## src/rtl/fwd_pkg.sv

```systemverilog
// Shared types and helpers for the forwarding / load-use hazard unit.
// Stage entries use fixed-width fields so one struct serves every parameterisation.
package fwd_pkg;

    localparam int unsigned ENTRY_REGW   = 8;
    localparam int unsigned ENTRY_AVAILW = 8;
    localparam int unsigned FWD_SEL_RF   = 0;

    typedef struct packed {
        logic                    valid;
        logic                    regwrite;
        logic [ENTRY_REGW-1:0]   rd;
        logic [ENTRY_AVAILW-1:0] avail;
    } stage_entry_t;

    function automatic int unsigned sel_width(input int unsigned stages);
        return (stages + 1 <= 2) ? 1 : $clog2(stages + 1);
    endfunction

endpackage

```

## src/rtl/fwd_port_match.sv

```systemverilog
// Priority search of the in-flight producer stages for one EX source operand.
// Returns the bypass select and whether this operand must stall.
module fwd_port_match
    import fwd_pkg::*;
#(
    parameter int unsigned STAGES = 2,
    parameter int unsigned REGW   = 5,
    parameter int unsigned SELW   = 2
) (
    input  stage_entry_t [STAGES-1:0] stages,
    input  logic                      ex_valid,
    input  logic [REGW-1:0]           src,
    input  logic                      src_used,
    output logic [SELW-1:0]           sel,
    output logic                      stall_req
);

    logic                    found;
    logic [ENTRY_AVAILW-1:0] win_k;
    logic [ENTRY_AVAILW-1:0] win_avail;
    logic                    active;

    // Scan oldest to youngest so the youngest match overwrites older ones.
    always_comb begin
        found     = 1'b0;
        win_k     = '0;
        win_avail = '0;
        for (int k = int'(STAGES); k >= 1; k--) begin
            if (stages[k-1].valid && stages[k-1].regwrite &&
                stages[k-1].rd != '0 && stages[k-1].rd == ENTRY_REGW'(src)) begin
                found     = 1'b1;
                win_k     = ENTRY_AVAILW'(k);
                win_avail = stages[k-1].avail;
            end
        end
    end

    assign active    = ex_valid && src_used && (src != '0) && found;
    assign sel       = (active && win_k >= win_avail) ? SELW'(win_k) : SELW'(FWD_SEL_RF);
    assign stall_req = active && (win_k < win_avail);

endmodule

```

## src/rtl/fwd_hazard_unit.sv

```systemverilog
// Operand forwarding and load-use hazard detection for the EX stage.
// Tracks in-flight register writes in a STAGES-deep shift register.
module fwd_hazard_unit
    import fwd_pkg::*;
#(
    parameter int unsigned NPORTS = 2,
    parameter int unsigned STAGES = 2,
    parameter int unsigned REGW   = 5,
    parameter int unsigned LATW   = 2,
    parameter int unsigned CNTW   = 16,
    localparam int unsigned SELW  = sel_width(STAGES)
) (
    input  logic                   clk,
    input  logic                   rst,
    input  logic                   ex_valid,
    input  logic                   ex_regwrite,
    input  logic [REGW-1:0]        ex_rd,
    input  logic [LATW-1:0]        ex_lat,
    input  logic [NPORTS*REGW-1:0] ex_src,
    input  logic [NPORTS-1:0]      ex_src_used,
    input  logic                   hold,
    input  logic                   flush,
    output logic [NPORTS*SELW-1:0] fwd_sel,
    output logic                   stall,
    output logic [CNTW-1:0]        stall_count
);

    stage_entry_t [STAGES-1:0] stage_q, stage_d;
    stage_entry_t              new_entry;
    logic [ENTRY_AVAILW-1:0]   lat_c;
    logic [CNTW-1:0]           stall_count_q, stall_count_d;
    logic [NPORTS-1:0]         port_stall;

    for (genvar p = 0; p < NPORTS; p++) begin : g_port
        fwd_port_match #(
            .STAGES (STAGES),
            .REGW   (REGW),
            .SELW   (SELW)
        ) u_match (
            .stages    (stage_q),
            .ex_valid  (ex_valid),
            .src       (ex_src[p*REGW +: REGW]),
            .src_used  (ex_src_used[p]),
            .sel       (fwd_sel[p*SELW +: SELW]),
            .stall_req (port_stall[p])
        );
    end

    assign stall       = (|port_stall) && !flush;
    assign stall_count = stall_count_q;

    // Results slower than the pipe is deep become forwardable in the last stage.
    always_comb begin
        if (ENTRY_AVAILW'(ex_lat) > ENTRY_AVAILW'(STAGES - 1)) begin
            lat_c = ENTRY_AVAILW'(STAGES - 1);
        end else begin
            lat_c = ENTRY_AVAILW'(ex_lat);
        end
        new_entry          = '0;
        new_entry.valid    = 1'b1;
        new_entry.regwrite = ex_regwrite;
        new_entry.rd       = ENTRY_REGW'(ex_rd);
        new_entry.avail    = ENTRY_AVAILW'(1) + lat_c;
    end

    always_comb begin
        stage_d       = stage_q;
        stall_count_d = stall_count_q;
        if (!hold) begin
            for (int k = int'(STAGES) - 1; k >= 1; k--) begin
                stage_d[k] = stage_q[k-1];
            end
            stage_d[0] = (ex_valid && !stall && !flush) ? new_entry : '0;
            if (stall && stall_count_q != '1) begin
                stall_count_d = stall_count_q + CNTW'(1);
            end
        end
    end

    always_ff @(posedge clk or posedge rst) begin
        if (rst) begin
            stage_q       <= '0;
            stall_count_q <= '0;
        end else begin
            stage_q       <= stage_d;
            stall_count_q <= stall_count_d;
        end
    end

endmodule

```

## config.mk

```make
export PLATFORM = sky130hd
export DESIGN_NAME = fwd_hazard_unit
export DESIGN_NICKNAME = d
export VERILOG_FILES = /design/src/rtl/fwd_pkg.sv /design/src/rtl/fwd_port_match.sv /design/src/rtl/fwd_hazard_unit.sv
export SDC_FILE = /design/constraint.sdc
export NUM_CORES = 1
export LEC_CHECK = 0
export BUFFER_PORTS_ARGS = -buffer_cell sky130_fd_sc_hd__buf_2
export CORE_MARGIN = 10
export CORE_UTILIZATION = 58
export DETAILED_ROUTE_END_ITERATION = 10
export GPL_ROUTABILITY_DRIVEN = 0
export HOLD_SLACK_MARGIN = 0.05
export PLACE_DENSITY = 0.85
export SETUP_SLACK_MARGIN = 0.1
export SLEW_MARGIN = 10
export SYNTH_ARGS = -nofsm -noshare
export SYNTH_HDL_FRONTEND = slang
export SYNTH_SLANG_ARGS = --single-unit
export TNS_END_PERCENT = 100
```

## constraint.sdc

```tcl
create_clock -name clk -period 6.7 [get_ports clk]
set_clock_uncertainty 0.05 [all_clocks]
set_input_delay 0 -clock clk [delete_from_list [all_inputs] [get_ports clk]]
set_output_delay 0 -clock clk [all_outputs]
set_load 0.02 [all_outputs]
```

Word level (Yosys, flattened, before mapping)
Index checks and enable logic that the tools add are counted.

Add/subtract/negate cells: 2. Order comparisons: 5. Eq/ne operators: 5. Muxes and demuxes: 16. Bitwise operators: 1. Reductions and logical operators: 30.

Operators by type and width (count): 8-bit by 5-bit equality test with 1-bit output (4); 8-bit 2-to-1 mux (4); 1-bit logical AND (22); 18-bit 2-to-1 mux (1); 16-bit by 1-bit adder with 16-bit output (second input constant) (1); 2-bit by 8-bit greater-or-equal comparator with 1-bit output (2); 2-bit by 8-bit less-than comparator with 1-bit output (2); 16-bit != test (second input constant) (1); 8-bit nonzero test (2); 2-bit 2-to-1 mux (7); 5-bit nonzero test (2); 1-bit by 8-bit adder with 8-bit output (first input constant) (1); 1-bit 2-to-1 mux (4); 2-bit by 1-bit > comparator with 1-bit output (second input constant) (1); 1-bit logical NOT (2); 2-bit AND reduction (1); 2-bit OR reduction (1); 1-bit NOT (1).

Bits in registers: 52. Input port bits: 25. Word-level logic and storage cells: 68.

Logic depth before layout (Yosys ltp)
Depth in word-level cells: 13. Gate-level depth with buffers: 14. Mapped depth without buffers: 13.

Hierarchy
From an unflattened synthesis, not the netlist that was laid out.

Cell total of the unflattened synthesis: 218. Area, all modules: 2268.4 um2.

By module, submodules not included: fwd_hazard_unit (instances 1, cells an instance 134, area each 1617.8 um2, seq. area each 900.9 um2); fwd_port_match (instances 2, cells an instance 42, area each 325.3 um2, seq. area each 0.0 um2).

Worst setup path after synthesis
OpenSTA, ideal clock, no wires.

Kind: flip-flop to flip-flop. Start: reg stage_q[26] in the netlist's numbering. End: reg stall_count_q[14], in the netlist stall_count[14]. Arrival: 3102 ps. Required time: 6522 ps. Path slack: 3420 ps. Stages on the path, launching flop included: 14. Cells stage by stage: dfrtp_1 or4_1 o211ai_2 nor3_1 and3_1 buf_6 a22oi_1 ha_1 o21bai_1 nand2b_1 a2bb2o_2 a221oi_4 nor4b_1 mux2_1.

Longest elaborated chain between the ends: 11. Elaborated cells between the ends (all ways): 28. Those cells by class: order compare (2); eq/ne (2); mux (12); reduce/logical (12).

Ends and longest elaborated chain: start: declaration (RTL line fwd_hazard_unit.sv:28) `stage_entry_t [STAGES-1:0] stage_q, stage_d;`; start signal: assignment (RTL line fwd_hazard_unit.sv:85) `stage_q <= stage_d;`; 8-bit nonzero test (RTL line fwd_port_match.sv:30) `stages[k-1].rd != '0 && stages[k-1].rd == ENTRY_REGW'(src)) begin`; 1-bit logical AND (RTL line fwd_port_match.sv:29) `if (stages[k-1].valid && stages[k-1].regwrite &&`; 1-bit logical AND (RTL line fwd_port_match.sv:30); 2-bit 2-to-1 mux, or another cell as far along (2 in series) (RTL line fwd_port_match.sv:29); 2-bit by 8-bit less-than comparator with 1-bit output or 1-bit logical AND (tied branches) (RTL line fwd_port_match.sv:40, fwd_port_match.sv:38); 1-bit logical AND (RTL line fwd_port_match.sv:40) `assign stall_req = active && (win_k < win_avail);`; 2-bit OR reduction (*) (RTL line fwd_hazard_unit.sv:49) `assign stall = (|port_stall) && !flush;`; 1-bit logical AND (*) (RTL line fwd_hazard_unit.sv:49); 1-bit logical AND (*) (RTL line fwd_hazard_unit.sv:74) `if (stall && stall_count_q != '1) begin`; 2-bit AND reduction (no line) (*); end signal: assignment (RTL line fwd_hazard_unit.sv:86) `stall_count_q <= stall_count_d;`; end: declaration (RTL line fwd_hazard_unit.sv:31) `logic [CNTW-1:0] stall_count_q, stall_count_d;`.

Mark *: on every way between the ends. The rest lies on a longest branch, timed or not. A chain may end at the register's enable or synchronous reset.

Worst setup path in the final report
Start: reg stage_q[9] in the netlist's numbering. End: reg stage_q[11] in the netlist's numbering.

Longest elaborated chain between the ends: 12. Elaborated cells between the ends (all ways): 24. Those cells by class: order compare (2); eq/ne (2); mux (7); reduce/logical (13).

Ends and longest elaborated chain: 8-bit nonzero test (RTL line fwd_port_match.sv:30); 1-bit logical AND (RTL line fwd_port_match.sv:29); 1-bit logical AND (RTL line fwd_port_match.sv:30); 2-bit 2-to-1 mux, or another cell as far along (RTL line fwd_port_match.sv:29); 2-bit by 8-bit less-than comparator with 1-bit output or 1-bit logical AND (tied branches) (RTL line fwd_port_match.sv:40, fwd_port_match.sv:38); 1-bit logical AND (RTL line fwd_port_match.sv:40); 2-bit OR reduction (*) (RTL line fwd_hazard_unit.sv:49); 1-bit logical AND (*) (RTL line fwd_hazard_unit.sv:49); 1-bit logical NOT (*) (RTL line fwd_hazard_unit.sv:73) `stage_d[0] = (ex_valid && !stall && !flush) ? new_entry : '0;`; 1-bit logical AND (*) (2 in series) (RTL line fwd_hazard_unit.sv:73); 18-bit 2-to-1 mux (*) (RTL line fwd_hazard_unit.sv:73).

Marks and branches as above.

==> flow_summary.yaml <==
outcome:
  status: "finished, final reports clean"
floorplanning:
  start_util_pct: 60.8
  dieWidth_um: 79.4
  die_y_um: 79.4
  core_area_um2: 3360
  io_pins: 46
  fp.dieArea_um2: 6300
  rows: 21
power:
  switchingPower_uw: 99.7
  p_int_uw: 310
  cellLeakagePower_nw: 1.28
  p_clk_share_pct: 30.6
  p_per_area_nw_per_um2: 166
  peakVddDrop_v: 0.000154
  power_frac_comb_pct: 12.3
  p_sw_share_pct: 24.3
  fin_total_pwr_uw: 410
  p_seq_share_pct: 57.2
global_route:
  grt_pass1_wl_um: 8280
  antenna_found_initial: 0
  grt_max_degree: 37
  grt_pass1_vias: 1703
  grt_usage_pct: 16.1
  overflow: 0
clock_tree:
  root_buffer: "clkbuf_4"
  cts_tree: "yes"
  post_cts_buffers: 0
  hold_buffers: 10
  ctsResizeCount: 0
  numCtsBuffers: 5
  htree_levels: 2
  clk_pin_slew_ns: 0.10
  clk_latency_ns: 0.33
  cts_buffer_depth: 2
  cts_sinks: 36
hold_path:
  min_path_type: "in -> reg"
  whs_endpoint: "stage_q[2]"
  min_path_cells: 2
  min-delay-start: "hold"
timing:
  max_slew_margin_pct: 47.6
  period_minus_slack_ns: 4.10
  hold_viol_final: 0
  worst_slew_pin_slew_ns: 0.786
  setup_tns_ns: 0
  finalCritPeriodShare_pct: 61.2
  clock.fmax_mhz: 244
  setup_violations: 0
  maxSlewViolCount: 0
  rsz0062_at_grt: "false"
route:
  vias_per_cell: 5.64
  drt_iter0_markers: 83
  ant_nets: 0
  wirelength_um: 4780
  wire_per_inst_um: 16.8
  drcViolationCount: 0
  dr.pass1.iters: 4
  via_count: 1603
place:
  port_buffers: 45
  dpl.hpwl_um: 3580
critical_path:
  arrival_ns: 4.32
  worstPathMaxFanout: 17
  crit_top_cell: "nor2_1"
  start_kind: "flip-flop"
  worstSetupPathType: "reg -> reg"
  crit_path_start: "stage_q[9]"
  rr_worst_depth: 13
  end_kind: "flip-flop"
  slowest_stage: "a221oi_4"
  critPathTopFamily: "simple AND/OR/NAND/NOR gates"
  slowest_delay_ns: 0.61
  r2r-end: "stage_q[11]"
  crit_chain: "or4_1 -> o211ai_2 -> nor4_2 -> nor3_1 -> a22oi_1 -> ha_1 -> nor2_1 -> nor2_1 -> nor2_1 -> a2bb2o_2 -> a221oi_4 -> and3_1 -> a22o_1"
  r2r_start: "stage_q[9]"
  required_ns: 6.91
  cp_num_buf_inv: 0
  reg2reg_setup_slack_ns: 2.60
synth:
  syn-num-nets: 208
  synth_area_um2: 2050
  ys_warn_count: 0
  yosys.area.top_type_share_pct: 44.0
  yosysSeqAreaShare_pct: 44.0
  netlist.top_cell.by_area: "dfrtp_1"
  yosys_register_bits: 36
  yosys-top-cells-area: "dfrtp_1 44%, xor2_1 11%, mux2_2 5.5%"
  synthCells: 180
  synth.distinct_cells: 38
  avgSynthCellArea_um2: 11.4
final_layout:
  regArea_um2: 901
  multi_input_area_um2: 1100
  antenna_cells: 0
  fillers: 264
  layout_commonest_cell: "buf_2"
  area_delta_synth_final_pct: 20.7
  drive_gt1_share_pct: 31.9
  final_cell_mix: "45 x buf_2, 36 x dfrtp_1, 26 x xor2_1"
  fin_nets: 266
job:
  cap_violations: 0
## through the flow
step                area [um^2]  setup slack (ns)  instances  hold WS [ns]  util (%)
detailed placement         2300              2.69        267        0.0703      68.3
floorplan                  2050              3.42        180        0.0298         -
global placement           2300              2.84        267        0.0669      68.3
global route               2470              2.36        284        0.0973      73.4
finish                     2470              2.60        284         0.107      73.4
CTS                        2460              2.66        284         0.100      73.3
## registers in the layout, summed over array words and instances (netlist names)
name and count:
stage_q 20, stall_count 16
## per-layer routing
layer	vias to the layer above	part of all wire, %	global-route usage, %
met5	-	0	0
met4	0	1.3	5.56
met3	7	5.3	5.63
met2	37	48	26.5
met1	783	45	19.0
li1	776	-	-
## Yosys cell counts, drive strengths merged
library cell  instances
xnor2                 8
o21bai                1
xor2                 26
nor2                 10
and3                  5
a21o                  1
a22o                  8
or3                   1
a22oi                 2
ha                    3
nand3                 6
o211ai                4
nand2b                2
buf                   4
a221oi                1
and2                  2
a2bb2o                1
nor3                  9
mux2                 12
clkbuf                1
a21oi                 2
dfrtp                36
nor4                  8
nor2b                 1
inv                   4
and3b                 2
nand2                 4
nor4b                 5
or2                   1
nand4                 4
or4                   6
## worst reg2reg max path, cell delays in order, from the launching register on
cell,delay (ns)
dfrtp_1,0.46
or4_1,0.59
o211ai_2,0.23
nor4_2,0.13
nor3_1,0.33
a22oi_1,0.12
ha_1,0.32
nor2_1,0.04
nor2_1,0.13
nor2_1,0.06
a2bb2o_2,0.29
a221oi_4,0.61
and3_1,0.48
a22o_1,0.20
## how the worst max path moves through the flow
stage / to / slack [ns] / cells after the start
detailed placement: stage_q[11] / 2.69 / 13
floorplan: stall_count[14] / 3.42 / 13
finish: stage_q[11] / 2.60 / 13
global route: stage_q[11] / 2.36 / 13
CTS: stage_q[11] / 2.66 / 13
global placement: stage_q[1] / 2.84 / 13
## power by group through the flow
stage	sequential [mW]	clock, mW	combinational (mW)
floorplan	0.235	0	0.0299
global placement	0.238	0	0.0444
detailed placement	0.238	0	0.0458
CTS	0.234	0.127	0.0503
global route	0.235	0.139	0.0557
finish	0.234	0.125	0.0503
## kinds of logic (layout without fill, tap and decap cells)
family	count (synthesis)	after routing	synth area share (%)
adder cells (fa/ha/maj)	3	3	1.84
flip-flops	36	36	44.0
AO/OA/AOI/OAI	20	20	9.17
XOR/XNOR	34	34	14.6
buffers and inverters	9	67	2.57
multiplexers	12	12	6.61
AND/OR/NAND/NOR	66	66	21.2
## area by class of cell
class                           instances  area share, %
Multi-Input combinational cell        135           44.4
Sequential cell                        36           36.5
Timing Repair Buffer                   56           13.5
Tap cell                               46           2.33
Clock buffer                            7           2.64
Inverter                                4          0.608
(Power assumes the default switching activity.)
